### config.mk
export PLATFORM = sky130hd
export DESIGN_NAME = dec_key_entry
export DESIGN_NICKNAME = d
export VERILOG_FILES = /design/src/rtl/dec_key_entry.sv
export SDC_FILE = /design/constraint.sdc
export NUM_CORES = 1
export LEC_CHECK = 0
export CAP_MARGIN = 20
export CORE_ASPECT_RATIO = 1.2
export CORE_UTILIZATION = 50
export DETAILED_ROUTE_END_ITERATION = 8
export PLACE_DENSITY_LB_ADDON = 0.15
export REMOVE_ABC_BUFFERS = 1
export SLEW_MARGIN = 20
export SYNTH_ARGS = -nofsm -noshare
export SYNTH_HDL_FRONTEND = slang
export SYNTH_SLANG_ARGS = --single-unit
### constraint.sdc
create_clock -name clk -period 3.1 [get_ports clk]
set_input_delay 0.31 -clock clk [delete_from_list [all_inputs] [get_ports clk]]
set_output_delay 0.31 -clock clk [all_outputs]
set_load 0.02 [all_outputs]
### src/rtl/dec_key_entry.sv
// Keyed decimal-entry decoder: collects digit/sign/edit keys into a signed
// decimal entry and, on ENT, publishes it as a range-checked two's-complement value.
module dec_key_entry #(
    parameter int WIDTH      = 8,
    parameter int MAX_DIGITS = 3,
    parameter int MAG_W      = $clog2(10**MAX_DIGITS)
) (
    input  logic             clk,
    input  logic             reset,
    input  logic             key_valid,
    input  logic [3:0]       key_code,
    output logic [WIDTH-1:0] value,
    output logic             value_valid,
    output logic             err,
    output logic [MAG_W-1:0] entry_mag,
    output logic             entry_neg,
    output logic [1:0]       entry_digits,
    output logic             entry_ovf
);

    typedef enum logic [1:0] {
        ST_IDLE   = 2'd0,
        ST_ENTRY  = 2'd1,
        ST_REPORT = 2'd2
    } state_e;

    localparam logic [3:0] KEY_NEG  = 4'hA;
    localparam logic [3:0] KEY_CLR  = 4'hB;
    localparam logic [3:0] KEY_ENT  = 4'hC;
    localparam logic [3:0] KEY_BKSP = 4'hD;

    localparam int CMP_W = ((MAG_W > WIDTH) ? MAG_W : WIDTH) + 1;
    localparam logic [CMP_W-1:0] NEG_LIM = CMP_W'(1) << (WIDTH - 1);
    localparam logic [CMP_W-1:0] POS_LIM = NEG_LIM - CMP_W'(1);
    localparam logic [1:0]       DIG_MAX = 2'(MAX_DIGITS);

    state_e           state_q, state_d;
    logic             report_err_q, report_err_d;
    logic [WIDTH-1:0] value_q, value_d;
    logic [MAG_W-1:0] entry_mag_q, entry_mag_d;
    logic             entry_neg_q, entry_neg_d;
    logic [1:0]       entry_digits_q, entry_digits_d;
    logic             entry_ovf_s;
    logic             pulse_ok_s;
    logic             pulse_err_s;
    logic [CMP_W-1:0] mag_ext_s;
    logic [WIDTH-1:0] mag_trunc_s;

    // Range check of the live entry against the signed result range.
    always_comb begin
        mag_ext_s = CMP_W'(entry_mag_q);
        if (entry_neg_q) begin
            entry_ovf_s = (mag_ext_s > NEG_LIM);
        end else begin
            entry_ovf_s = (mag_ext_s > POS_LIM);
        end
    end

    // Key decode and next-state computation for entry, result and FSM.
    always_comb begin
        entry_mag_d    = entry_mag_q;
        entry_neg_d    = entry_neg_q;
        entry_digits_d = entry_digits_q;
        value_d        = value_q;
        pulse_ok_s     = 1'b0;
        pulse_err_s    = 1'b0;
        mag_trunc_s    = WIDTH'(entry_mag_q);

        if (key_valid) begin
            case (key_code)
                KEY_NEG: begin
                    entry_neg_d = ~entry_neg_q;
                end
                KEY_CLR: begin
                    entry_mag_d    = '0;
                    entry_neg_d    = 1'b0;
                    entry_digits_d = 2'd0;
                end
                KEY_ENT: begin
                    if ((entry_digits_q == 2'd0) || entry_ovf_s) begin
                        pulse_err_s = 1'b1;
                    end else begin
                        // Truncation makes -2^(WIDTH-1) wrap to the correct pattern.
                        value_d        = entry_neg_q ? (WIDTH'(0) - mag_trunc_s) : mag_trunc_s;
                        pulse_ok_s     = 1'b1;
                        entry_mag_d    = '0;
                        entry_neg_d    = 1'b0;
                        entry_digits_d = 2'd0;
                    end
                end
                KEY_BKSP: begin
                    if (entry_digits_q != 2'd0) begin
                        entry_mag_d    = entry_mag_q / MAG_W'(10);
                        entry_digits_d = entry_digits_q - 2'd1;
                    end else begin
                        entry_digits_d = entry_digits_q;
                    end
                end
                default: begin
                    if ((key_code <= 4'd9) && (entry_digits_q < DIG_MAX)) begin
                        entry_mag_d    = MAG_W'(entry_mag_q * MAG_W'(10) + MAG_W'(key_code));
                        entry_digits_d = entry_digits_q + 2'd1;
                    end else begin
                        entry_digits_d = entry_digits_q;
                    end
                end
            endcase
        end else begin
            entry_mag_d = entry_mag_q;
        end

        report_err_d = pulse_err_s;
        if (pulse_ok_s || pulse_err_s) begin
            state_d = ST_REPORT;
        end else if ((entry_digits_d == 2'd0) && !entry_neg_d) begin
            state_d = ST_IDLE;
        end else begin
            state_d = ST_ENTRY;
        end
    end

    // State and output registers with synchronous reset.
    always_ff @(posedge clk) begin
        if (reset) begin
            state_q        <= ST_IDLE;
            report_err_q   <= 1'b0;
            value_q        <= '0;
            entry_mag_q    <= '0;
            entry_neg_q    <= 1'b0;
            entry_digits_q <= 2'd0;
        end else begin
            state_q        <= state_d;
            report_err_q   <= report_err_d;
            value_q        <= value_d;
            entry_mag_q    <= entry_mag_d;
            entry_neg_q    <= entry_neg_d;
            entry_digits_q <= entry_digits_d;
        end
    end

    assign value        = value_q;
    assign value_valid  = (state_q == ST_REPORT) && !report_err_q;
    assign err          = (state_q == ST_REPORT) && report_err_q;
    assign entry_mag    = entry_mag_q;
    assign entry_neg    = entry_neg_q;
    assign entry_digits = entry_digits_q;
    assign entry_ovf    = entry_ovf_s;

endmodule

== Yosys cells after proc, flatten, opt, wreduce, memory -nomap -nowiden ==
Index checks and enable logic that the tools add are counted.
Storage, ports and cells
  latch bits: 0
  flip-flop bits (word level): 24
  memories kept: 0
  word-level logic and storage cells: 64
  bits in read-only memories: 0
  bits in writable memories: 0
  bits of input ports: 7
  output and inout port bits: 24
Cells by class
  shifts and indexed selects: 0
  multiply operators: 1
  multiplexer cells: 22
  bitwise operators: 3
  equal/unequal tests: 7
  reductions and logical operators: 15
  add/sub/neg operators: 4
  div/mod/pow operators: 1
  $lt $le $gt $ge: 4
Operators by type and width (number)
  10-bit case mux with 4 select lines: 1
  10-bit two-way mux: 3
  4-bit equality test, second input constant: 4
  10-bit by 4-bit adder with 10-bit output: 1
  10-bit by 4-bit divider with 10-bit output, second input constant: 1
  10-bit by 7-bit greater-than comparator with 1-bit output, second input constant: 1
  10-bit by 8-bit greater-than comparator with 1-bit output, second input constant: 1
  10-bit by 3-bit multiplier with 9-bit output, second input constant: 1
  1-bit two-way mux: 10
  2-bit two-way mux: 5
  8-bit two-way mux: 1
  2-bit case mux with 4 select lines: 1
  1-bit by 8-bit subtractor with 8-bit output, first input constant: 1
  5-bit AND reduction: 1
  4-bit less-or-equal comparator, second input constant: 1
  1-bit logical AND: 4
  2-bit zero test: 2
  2-bit != test, second input constant: 2
  4-bit nonzero test: 1
  1-bit inverter: 3
  1-bit case mux with 3 select lines: 1
  3-bit AND reduction: 1
  2-bit by 1-bit adder with 2-bit output, second input constant: 1
  2-bit equality test, second input constant: 1
  other kinds (6): 8

== Logic depth before layout (Yosys ltp) ==
  word-level depth: 10
  mapped depth: 12
  mapped depth without buffers: 12

== Least setup slack after synthesis ==
Ideal clock, no wire load.
  path type: register to register
  start point: register entry_mag_q[1] (netlist: entry_mag[1])
  end point: register entry_mag_q[9] (netlist: entry_mag[9])
  library setup time: 71 ps
  period minus slack after synthesis: 2589 ps
  path buffers: 0
  data required time: 3029 ps
  arrival time: 2519 ps
  slack: 511 ps
  stages on the path, launching flop included: 11
  path through: dfxtp_1 -> ha_1 -> ha_1 -> inv_1 -> fa_1 -> xnor2_1 -> nor3b_1 -> nand3_1 -> xnor3_1 -> nand3_1 -> a21oi_1
On the way
  cells in the longest elaborated chain, start to end: 5
  elaborated cells on any way between the ends: 12
  those cells by class: add/sub: 1; mul: 1; div: 1; order compare: 2; eq/ne: 1; mux: 4; reduce/logical: 2
Ends and longest elaborated chain
  from (decl): line 40  | logic [MAG_W-1:0] entry_mag_q, entry_mag_d;
  from (signal assigned): line 135  | entry_mag_q <= entry_mag_d;
  parallel branches: the longest is 5 deep, another holds 10-bit by 4-bit divider with 10-bit output
Several ways; the timed one is not identified. The select of a mux whose other input is x is not followed.
A chain may end at the register's enable or synchronous reset.

== Worst setup path in the final report ==
Ends and elaborated chain as after synthesis.

==> results.ini <==
[clocking]
cts-resized-gates=0
cts-buffers-inserted=3
cts.hold.buffers_added=0
postCtsSetupBuffers=0
clock-sinks=24
cts.path.max_buffers=2
path_clk_slew_ps=90
clk_latency_ps=270
cts_htree_levels=1
cts_tree=done
ctsRootBufferMaster=clkbuf_8

[die]
die_h_um=81.1
io_pins=31
core-area_um2=4970
die_w_um=67.9
rows=28
dieArea_um2=5510
start_util_pct=52.4

[place]
io_buffers=30
hpwl_um=5030
place_ws_ps=260
routabilityCongestion=0.902
placed_cells=418

[yosys]
async_reset_ff_share_pct=0
syn_area_per_cell_um2=7.80
synth_ff_type=dfxtp_1
synth_edf_count=0
synthesis.area_um2=2610
synth-simple-area-share_pct=23.5
synthXorXnorAreaFrac_pct=8.26
synth_fa_ha_area_share_pct=11.5
seq_area_frac_synth_pct=18.4
synth_compound_area_share_pct=27.7
synth_cells=334
synth_top_family_by_area=compound AO/OA/AOI/OAI gates
yosysWarningCount=0
muxShareOfSynthArea_pct=1.97
synth-seq-cells=24
ys_types=66

[sta]
hold_viol=0
setup_violations=0
holdWs_ps=500
maxSlewViolCount=0
post-route-period-util_pct=91.0
post-route-min-period_ps=2820
rsz0062_at_grt=no
tns_ps=0
worstMarginPinSlew_ps=975
max_freq_mhz=354
relSlewSlack_pct=34.8
skew_ps=4.59
worst_slack_ps=279

[finish]
antennaDiodeCount=0
drive_gt1_share_pct=10.8
nets=392
syn_to_final_growth_pct=16.7
fin_util_pct=61.1
final_cell_count_no_fill=422

[power]
p_leak_nw=1.21
seqPwrFrac_pct=28.9
clkPwrFrac_pct=22.7
p_int_w=0.000752
powerDensity_nw_per_um2=408
p_switching_w=0.000489
swShare_pct=39.4
peakVddDrop_v=0.000205
p_comb_share_pct=48.4

[setup_path]
cp-start-kind=flop
worst-path-stages=10
cp_top_family=adder cells
worstPathRequired_ps=3290
slowest_stage=dfxtp_1
arrival_ps=3010
worst_setup_path_end_kind=flop
cp_cell_sequence=ha_1 -> ha_1 -> inv_1 -> fa_1 -> xnor2_1 -> nor3b_1 -> nand3_1 -> xnor3_1 -> nand3_1 -> a21oi_1
criticalPathCategory=flop to flop
critPathMaxFanout=8
max_stage_delay_ps=430
cp_num_buf_inv=1
r2r_cells=10

[drt]
vias=2577
firstDrtPassIters=5
wl_per_cell_um=16.0
drt_drc_violations_left=0
drt-initial-drc-count=216
via_per_inst=6.11
wl_um=6730
antenna_left=0

[run]
maxCapViolCount=0

[global_routing]
first_global_vias=2253
antenna_found_initial=0
grt_usage_pct=26.5
grt_first_pass_wirelength_um=11000
gr-total-overflow=0
grt_max_degree=25

[min_path]
min_path_cells=2
min_path_type=flop to flop

[status]
status=finished, final reports clean

==> worst paths after layout <==
| check | endpoint | slack, ps | startpoint |
|---|---|---|---|
| setup reg to reg | entry_mag[9] | 280 | entry_mag[1] |
| hold reg to reg | value[7] | 500 | value[7] |
| setup / recovery | entry_mag[9] | 280 | entry_mag[1] |
| hold / removal | value[7] | 500 | value[7] |
==> worst min-delay path, cell delays in order (launching register included) <==
cell and delay, ps:
dfxtp_1 320, nor2_1 90, a211oi_1 50
==> layout by cell type, fill, tap and decap left out, types with 3 or more instances in the layout <==
cell             synthesis  layout
nor2b_1                  7       7
xnor2_1                 13      13
a21o_1                   5       5
a311oi_1                 4       4
clkbuf_8                 0       3
dfxtp_1                 24      24
inv_1                   16      16
a211oi_1                14      14
and2_1                   3       3
o21ai_0                 11      11
o21bai_1                 3       3
nor3b_1                  4       4
mux2i_1                  4       4
nand3b_1                 3       3
clkdlybuf4s50_1          0      30
buf_4                    3      20
o211a_1                  3       3
a21oi_1                 21      21
o22ai_1                  3       3
a221oi_2                 4       4
a41oi_1                  3       3
or2_2                    3       3
nor2_1                  31      31
xor2_1                   9       9
nand2_1                 23      23
a31oi_1                  5       5
o21ai_1                  3       3
ha_1                    20      20
nor3_1                  11      11
nand3_1                 12      12
nand2b_1                 3       3
==> final cells by class <==
cell class	instances	area [um2]
fillers	454	1930
multi-input cells	267	1900
flip-flops and latches	24	480
repair buffers	50	450
well taps	60	75.1
inverters	17	63.8
clock buffers	3	41.3
clock inverters	1	30.0
==> power by group through the flow <==
stage               sequential, W  combinational, W  clock [W]
floorplan                0.000409          0.000353          0
global placement         0.000364          0.000591          0
detailed placement       0.000365          0.000593          0
CTS                      0.000358          0.000596   0.000290
global route             0.000362          0.000657   0.000307
finish                   0.000359          0.000601   0.000282
==> registers in the layout, summed over array words and instances, names as in the netlist <==
register,cells
entry_mag,10
entry_digits,2
report_err_q,1
entry_neg,1
value,8
state_q,2
==> synth_stat cells (2+ instances only) <==
| library cell | n | area, um2 |
|---|---|---|
| a221oi_2 | 4 | 60.1 |
| nand3_1 | 12 | 60.1 |
| clkbuf_1 | 10 | 37.5 |
| a311oi_1 | 4 | 35.0 |
| or2_2 | 3 | 18.8 |
| buf_6 | 6 | 67.6 |
| o211ai_1 | 2 | 15.0 |
| o21ai_0 | 11 | 55.1 |
| o211a_1 | 3 | 30.0 |
| or3_1 | 2 | 12.5 |
| a22oi_1 | 2 | 15.0 |
| a41oi_1 | 3 | 26.3 |
| a21o_1 | 5 | 37.5 |
| dfxtp_1 | 24 | 480 |
| o21ai_1 | 3 | 15.0 |
| o21bai_1 | 3 | 22.5 |
| inv_1 | 16 | 60.1 |
| mux2i_1 | 4 | 40.0 |
| buf_4 | 3 | 22.5 |
| a31oi_1 | 5 | 31.3 |
| nor2_1 | 31 | 116 |
| nand3b_1 | 3 | 22.5 |
| xnor2_1 | 13 | 114 |
| o32ai_1 | 2 | 17.5 |
| ha_1 | 20 | 250 |
| nor3_1 | 11 | 55.1 |
| nand2b_1 | 3 | 18.8 |
| nand2_1 | 23 | 86.3 |
| or2_1 | 2 | 12.5 |
| nor2b_1 | 7 | 43.8 |
| nor3b_1 | 4 | 30.0 |
| o2111ai_1 | 2 | 17.5 |
| buf_2 | 7 | 35.0 |
| o21a_1 | 2 | 15.0 |
| and2_1 | 3 | 18.8 |
| o31ai_1 | 2 | 15.0 |
| xor2_1 | 9 | 78.8 |
| o22ai_1 | 3 | 18.8 |
| fa_1 | 2 | 40.0 |
| a21oi_1 | 21 | 105 |
| a211oi_1 | 14 | 105 |
==> routing by layer <==
metal	up-vias	share of wire [%]	wire length [um]	track usage [%]
li1	1273	-	-	-
met4	0	2.2	150	10.0
met2	88	48	3220	42.6
met1	1204	45	3030	35.8
met5	-	0	0	0
met3	12	4.9	332	2.95
==> logic make-up (layout without fill, tap and decap cells) <==
family,Yosys count,count (layout)
compound gates,100,100
xor+xnor,23,23
fa+ha+maj,23,23
buf+inv,43,71
flops,24,24
mux,5,5
simple gates,116,116
==> stage by stage <==
| stage | power [W] | cell area, um2 |
|---|---|---|
| detailed placement | 0.000958 | 2970 |
| global placement | 0.000955 | 2970 |
| global route | 0.00133 | 3040 |
| floorplan | 0.000762 | 2440 |
| CTS | 0.00124 | 3040 |
| finish | 0.00124 | 3040 |
No activity file was read; power rests on OpenSTA's default activity.
